### src/rtl/line_fill_ctrl.sv
// Single-line read buffer in front of a 64-bit burst memory: answers hits in one
// cycle and refills the whole 256-bit line with a 4-beat burst on a miss.
module line_fill_ctrl (
    input  logic        clk,
    input  logic        rst_n,
    input  logic [31:0] ufp_addr,
    input  logic [3:0]  ufp_rmask,
    input  logic        flush,
    output logic [31:0] ufp_rdata,
    output logic        ufp_resp,
    output logic [31:0] bmem_addr,
    output logic        bmem_read,
    input  logic        bmem_ready,
    input  logic [63:0] bmem_rdata,
    input  logic        bmem_rvalid
);

    typedef enum logic [1:0] {IDLE, REQ, FILL, RESP} state_t;

    state_t       state, state_next;
    logic [255:0] line_data;
    logic [26:0]  tag;
    logic         valid;
    logic [1:0]   beat_cnt;
    logic         kill;
    logic [31:0]  addr_reg;
    logic         hit_pend;
    logic [2:0]   hit_word;
    logic         req;
    logic         hit;
    logic         resp_live;
    logic [2:0]   resp_word;
    logic         unused_addr_bits;

    assign req = |ufp_rmask;
    assign hit = (state == IDLE) && req && valid && (tag == ufp_addr[31:5]);
    assign unused_addr_bits = ^{ufp_addr[1:0], addr_reg[1:0]};

    // NOTE: every always_comb output gets a default first so no path infers a latch.
    always_comb begin
        state_next = state;
        case (state)
            IDLE:    if (req && !hit) state_next = REQ;
            REQ:     if (bmem_ready) state_next = FILL;
            FILL:    if (bmem_rvalid && beat_cnt == 2'd3) state_next = RESP;
            RESP:    state_next = IDLE;
            default: state_next = IDLE;
        endcase
    end

    // NOTE: sequential state uses non-blocking assignments so all registers update together.
    always_ff @(posedge clk or negedge rst_n) begin
        if (!rst_n) begin
            state    <= IDLE;
            valid    <= 1'b0;
            tag      <= '0;
            beat_cnt <= '0;
            kill     <= 1'b0;
            addr_reg <= '0;
            hit_pend <= 1'b0;
            hit_word <= '0;
        end else begin
            state    <= state_next;
            hit_pend <= hit;
            if (hit) hit_word <= ufp_addr[4:2];
            case (state)
                IDLE: if (req && !hit) begin
                    addr_reg <= ufp_addr;
                    valid    <= 1'b0;
                    kill     <= 1'b0;
                end
                REQ:  if (flush) kill <= 1'b1;
                FILL: begin
                    if (flush) kill <= 1'b1;
                    if (bmem_rvalid) begin
                        beat_cnt <= beat_cnt + 2'd1;
                        if (beat_cnt == 2'd3) begin
                            valid <= 1'b1;
                            tag   <= addr_reg[31:5];
                        end
                    end
                end
                RESP: kill <= 1'b0;
                default: ;
            endcase
        end
    end

    // NOTE: the line storage is deliberately not reset; valid guards it after reset.
    always_ff @(posedge clk) begin
        if (state == FILL && bmem_rvalid)
            line_data[{beat_cnt, 6'd0} +: 64] <= bmem_rdata;
    end

    // A flush in the response cycle kills that response; an older kill is held in kill.
    assign resp_live = ((state == RESP) && !kill) || hit_pend;
    assign resp_word = (state == RESP) ? addr_reg[4:2] : hit_word;
    assign ufp_resp  = resp_live && !flush;
    assign ufp_rdata = ufp_resp ? line_data[{resp_word, 5'd0} +: 32] : '0;

    assign bmem_read = (state == REQ);
    assign bmem_addr = bmem_read ? {addr_reg[31:5], 5'd0} : '0;

endmodule

### config.mk
export PLATFORM = sky130hd
export DESIGN_NAME = line_fill_ctrl
export DESIGN_NICKNAME = d
export VERILOG_FILES = /design/src/rtl/line_fill_ctrl.sv
export SDC_FILE = /design/constraint.sdc
export NUM_CORES = 1
export LEC_CHECK = 0
export CAP_MARGIN = 20
export CORE_ASPECT_RATIO = 0.9
export CORE_MARGIN = 8
export CORE_UTILIZATION = 58
export CTS_BUF_LIST = sky130_fd_sc_hd__clkbuf_8
export CTS_CLUSTER_SIZE = 28
export DETAILED_ROUTE_END_ITERATION = 6
export PLACE_DENSITY = 0.84
export SLEW_MARGIN = 20
export SYNTH_ARGS = -nofsm -noshare
export SYNTH_HDL_FRONTEND = slang
export SYNTH_SLANG_ARGS = --single-unit
### constraint.sdc
create_clock -name clk -period 4.1 [get_ports clk]
set_input_delay 0.41 -clock clk [delete_from_list [all_inputs] [get_ports clk]]
set_output_delay 0.41 -clock clk [all_outputs]
set_load 0.05 [all_outputs]
==> impl_metrics.yaml <==
timing:
  tightestPinTransition_ns: 0.994
  hold_viol: 0
  finalSetupViolCount: 0
  finalCriticalPeriod_ns: 3.85
  finalSetupTns_ns: 0
  rsz0062_at_grt: "no"
  maxSlewHeadroom_pct: 33.8
  slew_violations: 0
  skew_ns: 0.0160
  max_freq_mhz: 260
  period_share_pct: 94.0
logic_synthesis:
  synth_top_area_cell: "edfxtp_1"
  synth_adder_area_share_pct: 0.840
  synth_top_area_share_pct: 51.6
  syn_avg_cell_area_um2: 15.0
  yosysWarningCount: 0
  synth_area_leaders: "edfxtp_1, and2_1, dfrtp_1, mux4_2, mux2_4"
  syn-instance-count: 993
  ys_types: 43
  ys_ff_latch: 323
  synth_mux_area_share_pct: 15.4
  syn-cell-area_um2: 14900
  synthXorXnorAreaFrac_pct: 1.65
  yosysSeqAreaShare_pct: 62.9
  synth_compound_area_share_pct: 1.64
  synth_top_family_by_area: "simple AND/OR/NAND/NOR gates"
  synthSimpleGateAreaFrac_pct: 15.4
cells_and_area:
  multi_input_area_um2: 5310
  final_nets: 1286
  regArea_um2: 9360
  largest_reg_flops: 256
  n_fill_cell: 1715
  final_util_pct: 70.8
  antenna_cells: 0
  layout-drive-gt1-share_pct: 20.1
  syn2layout_area_growth_pct: 19.8
floorplanning:
  start_util_pct: 59.1
  row_count: 55
  die_y_um: 168
  core_region_area_um2: 25200
  num_io_pins: 171
  die_w_um: 185
  dieArea_um2: 31100
detailed_routing:
  routed_wl_mm: 32.1
  drtAntennaViolNets: 0
  wl_per_cell_um: 20.8
  vias: 8624
  drtIter0Drc: 550
  via_per_inst: 5.59
  drc: 0
  firstDrtPassIters: 5
worst_hold_path:
  hold_path_class: "in2async"
setup_path:
  cp-start-kind: "flip-flop"
  cp.arrival_ns: 3.44
  cp_slowest_stage_delay_ns: 0.76
  cp_cell_sequence: "ha_2 > mux2i_4 > buf_12 > mux4_2 > nand2_1 > a21oi_1 > clkdlybuf4s50_1"
  crit_type: "reg2out"
  critPathRequiredTime_ns: 3.69
  end_kind: "output pin"
  crit_fanout: 34
  crit_slowest_cell: "clkdlybuf4s50_1"
clock_tree:
  cts.sinks: 323
  path_clk_slew_ns: 0.06
  root_buffer: "clkbuf_8"
  h-tree-depth: 2
  cts_buffers: 51
  cts_max_path_buffers: 3
  clock_latency_ns: 0.55
  cts_tree: "yes"
global_route:
  grt.total_usage_pct: 21.1
  grt_max_degree: 65
  grt_pass1_wl_mm: 50.8
  antenna_found_initial: 5
  grt_overflow: 0
  grt_pass1_vias: 9389
power_and_ir_drop:
  ir_drop_uv: 393
  power.density_nw_per_um2: 652
  p_leak_nw: 6.92
status:
  status: "completed"
place:
  io_buffers: 163
  globalplace.congestion: 0.765
  dp_hpwl_mm: 19.8
run:
  maxCapViolCount: 0
## cell families after synthesis
logic type,count (synthesis)
XOR/XNOR,28
AO/OA/AOI/OAI,43
AND/OR/NAND/NOR,388
adder cells (fa/ha/maj),10
other,1
buffers and inverters,70
multiplexers,130
flip-flops,323
## layout make-up
type / instances / share of cell area (%)
clock buffer: 59 / 4.55
clock inverter: 23 / 0.512
inverter: 8 / 0.168
multi-input combinational: 604 / 29.7
sequential: 323 / 52.5
tap: 342 / 2.40
timing repair buffer: 183 / 10.2
## synth_stat cells (all sizes together)
master,n
or2,2
a31o,1
nand4b,2
nor2,1
nor3,3
o221ai,1
a211oi,1
nor2b,1
a21oi,36
dfrtp,67
o22ai,1
a311oi,1
mux2,63
xor2,14
xnor2,14
nand3b,1
buf,24
nand2,68
ha,10
clkbuf,38
nor4,7
conb,1
nand3,2
inv,8
and3,4
o32a,1
nand4,5
mux4,64
nand2b,1
and2,284
nor3b,4
edfxtp,256
or4,3
mux2i,3
a221o,1
## final timing paths
path / startpoint / end / slack (ns) / depth (start not counted)
hold reg to reg: tag[14]$_DFFE_PN0P_ / tag[14]$_DFFE_PN0P_ / 0.52 / 1
setup reg to reg: state[0]$_DFFE_PN0P_ / tag[6]$_DFFE_PN0P_ / 1.56 / 5
max in group asynchronous: rst_n / addr_reg[16]$_DFFE_PN0P_ / 2.69 / 3
hold / removal: rst_n / addr_reg[29]$_DFFE_PN0P_ / 0.47 / 2
setup / recovery: state[0]$_DFFE_PN0P_ / ufp_rdata[18] / 0.25 / 7
min in group clk: ufp_addr[4] / addr_reg[4]$_DFFE_PN0P_ / 0.51 / 2
## per-stage QoR
step	hold WS, ns	instance area [um2]	std cells	power (mW)	setup WS [ns]
after CTS	0.474	17800	1542	11.7	0.00445
after floorplan	0.114	14900	997	7.93	1.17
after global placement	0.506	16900	1459	9.12	0.617
final	0.466	17800	1542	11.6	0.247
after global routing	0.494	17800	1542	12.3	0.0973
after detailed placement	0.510	16900	1459	9.27	0.617
## what timing repair did
action	in CTS	in global routing
hold buffers	1	0
setup buffers	0	0
setup endpoints to repair	0	22
resized for setup	0	15
endpoints found under the hold margin	33	0
## metal layers
metal	up-vias	global-route usage, %	part of all wire, %
li1	3946	-	-
met1	4302	26.7	40
met2	299	35.7	50
met3	67	5.01	7.8
met4	10	6.26	2.0
met5	-	0	0.20
## where the power goes
part / total [mW] / switching, mW / internal, mW
clock: 2.46 / 1.17 / 1.29
sequential: 4.68 / 0.292 / 4.39
combinational: 4.50 / 2.50 / 2.00
total: 11.6 / 3.97 / 7.68
## cells in the final DEF (no fill, tap or decap), types with 3 or more instances in the layout
cell / Yosys / final
a21oi_1: 35 / 35
and2_1: 284 / 284
and3_4: 0 / 4
buf_4: 5 / 28
clkbuf_8: 0 / 59
clkdlybuf4s50_1: 0 / 137
clkinv_2: 0 / 4
conb_1: 1 / 5
dfrtp_1: 67 / 67
dlymetal6s2s_1: 0 / 14
edfxtp_1: 256 / 256
ha_1: 10 / 9
inv_1: 8 / 25
mux2_2: 34 / 34
mux2_4: 29 / 29
mux2i_4: 0 / 3
mux4_2: 64 / 64
nand2_1: 68 / 68
nand4_1: 5 / 5
nor3b_2: 0 / 3
nor4_1: 6 / 6
xnor2_1: 14 / 14
xor2_1: 14 / 14
## worst max-delay path, delay by kind of cell, from the launching register on
kind            cells  cell delay, ns
buf+inv             2            1.05
mux                 2            0.85
flops               1            0.41
fa+ha+maj           1            0.35
compound gates      1            0.09
simple gates        1            0.08
Note: power is estimated with default switching activity, not from simulation.
==> RTL change, RTL diff (same settings) <==
Re-encode `state_t` (4 states) as one-hot, 4 bits wide.
--- a/src/rtl/line_fill_ctrl.sv
+++ b/src/rtl/line_fill_ctrl.sv
@@ -16,5 +16,5 @@
 );
 
-    typedef enum logic [1:0] {IDLE, REQ, FILL, RESP} state_t;
+    typedef enum logic [3:0] {IDLE = 4'b0001, REQ = 4'b0010, FILL = 4'b0100, RESP = 4'b1000} state_t;
 
     state_t       state, state_next;
Formal check against the unedited RTL: no difference found for any inputs over 4 cycles, from zero or initial values and one cycle with rst_n low; so few cycles prove little.
==> RTL change against the unedited design <==
Wire length rose by 13%. Design area rose by 3.0%. Total power fell by 20%. Critical path depth rose by 1. Sequential cell count rose by 2. Setup slack got worse by 0.13 ns. Synthesized area rose by 1.4%. Final cell count rose by 18%. Critical path type unchanged. Largest cell class unchanged.
==> RTL change: results (changes against the unedited design) <==
register area share after synthesis=62.4% (was 62.9%); CP Max Fanout=17 (was 34); Setup Skew=0.0299 ns (was 0.0160 ns); total track usage=23.0% (was 21.1%); Unique masters post-synth=41 (was 43); Post-CTS Resized=1 (was 0); Pleak=7.03 nW (was 6.92 nW); vias in the first global route=10700 (was 9389); starting DRC count in detailed routing=908 (was 550); VDD IR max=0.401 mV (was 0.393 mV); first-pass GRT wire length=56500 um (was 50800 um); Vias/cell=5.61 (was 5.59); synth cell count leaders=and2_1 (284), nand2_1 (259), edfxtp_1 (256) (was and2_1 (284), edfxtp_1 (256), nand2_1 (68)); layout cells sized above 1=16.4% (was 20.1%); reg2reg path depth=6 (was 5); ranking of synthesized cells by area=edfxtp_1 (51%), and2_1 (12%), dfrtp_1 (11%), nand2_1 (6.4%), mux2_2 (4.6%) (was edfxtp_1 (52%), and2_1 (12%), dfrtp_1 (11%), mux4_2 (9.7%), mux2_4 (2.9%)); status=complete, no violations (unchanged); Seq power=0.00433 W (was 0.00468 W); drt pass-1 iters=6 (was 5); Hold WS=0.469 ns (was 0.466 ns); worst setup path startpoint=state[1] (was state[0]); initial antenna violation count=1 (was 5); logic gate share of total power=26.8% (was 38.7%); hpwl dp=20800 um (was 19800 um); FF-to-FF setup slack=1.58 ns (was 1.56 ns); Num CTS Buffers=52 (was 51); delay-heaviest family, CP=simple AND/OR/NAND/NOR gates (was buffers and inverters); Layout fillers=1696 (was 1715); Clk Latency, worst-skew pair=0.59 ns (was 0.55 ns); Nets=1544 (was 1286); Worst EP arrival=3.58 ns (was 3.44 ns); Crit Reg-Reg Startpoint=tag[26] (was state[0]); slowest cell on the critical path=or4b_1 (was clkdlybuf4s50_1); global placement routability congestion=0.782 (was 0.765); Avg WL per Cell=19.9 um (was 20.8 um); worst min-delay path class=input pin to register (was input pin to asynchronous set/reset pin)
RTL change: cell types whose count changed in the layout (fill, tap and decap cells not counted), moves of 9 or more:
cell            unedited run  this run
nand2_1                   68       259
nand3_1                    2        99
mux4_2                    64         0
buf_12                     2        38
a21oi_1                   35         1
mux2_4                    29         0
mux2_2                    34        62
nand3_2                    0        28
a311oi_1                   1        25
dlymetal6s2s_1            14         0
xnor2_1                   14        24
xor2_1                    14         5
RTL change: per-stage QoR:
stage | cells | total power [W] | setup WS, ns | instance area, um2
3_3_place_gp | 1726 | 0.00676 | 0.727 | 17400
3_5_place_dp | 1726 | 0.00688 | 0.658 | 17400
4_1_cts | 1815 | 0.00934 | 0.0303 | 18300
5_1_grt | 1816 | 0.00971 | 0.0351 | 18400
2_1_floorplan | 1270 | 0.00607 | 0.468 | 15100
6_report | 1816 | 0.00929 | 0.114 | 18400
RTL change: cells by family after synthesis:
| group | synth area share, % |
|---|---|
| mux | 4.97 |
| xor+xnor | 1.68 |
| simple gates | 24.9 |
| flops | 62.4 |
| buf+inv | 3.23 |
| other cells | 0.0248 |
| fa+ha+maj | 0.497 |
| compound gates | 2.29 |
RTL change: cell type report:
cell class / instances / area share, %
Clock buffer: 55 / 4.12
Timing Repair Buffer: 192 / 12.2
Inverter: 8 / 0.163
Tap cell: 348 / 2.37
Multi-Input combinational cell: 854 / 29.1
Clock inverter: 33 / 0.817
Antenna cell: 1 / 0.0136
Sequential cell: 325 / 51.2
RTL change: layer usage:
| layer | wire length [um] | up-vias | GRT usage, % |
|---|---|---|---|
| met5 | 0 | - | 0 |
| met1 | 13500 | 4991 | 27.1 |
| li1 | - | 4707 | - |
| met2 | 18900 | 405 | 41.3 |
| met4 | 1090 | 0 | 8.66 |
| met3 | 2730 | 79 | 3.94 |
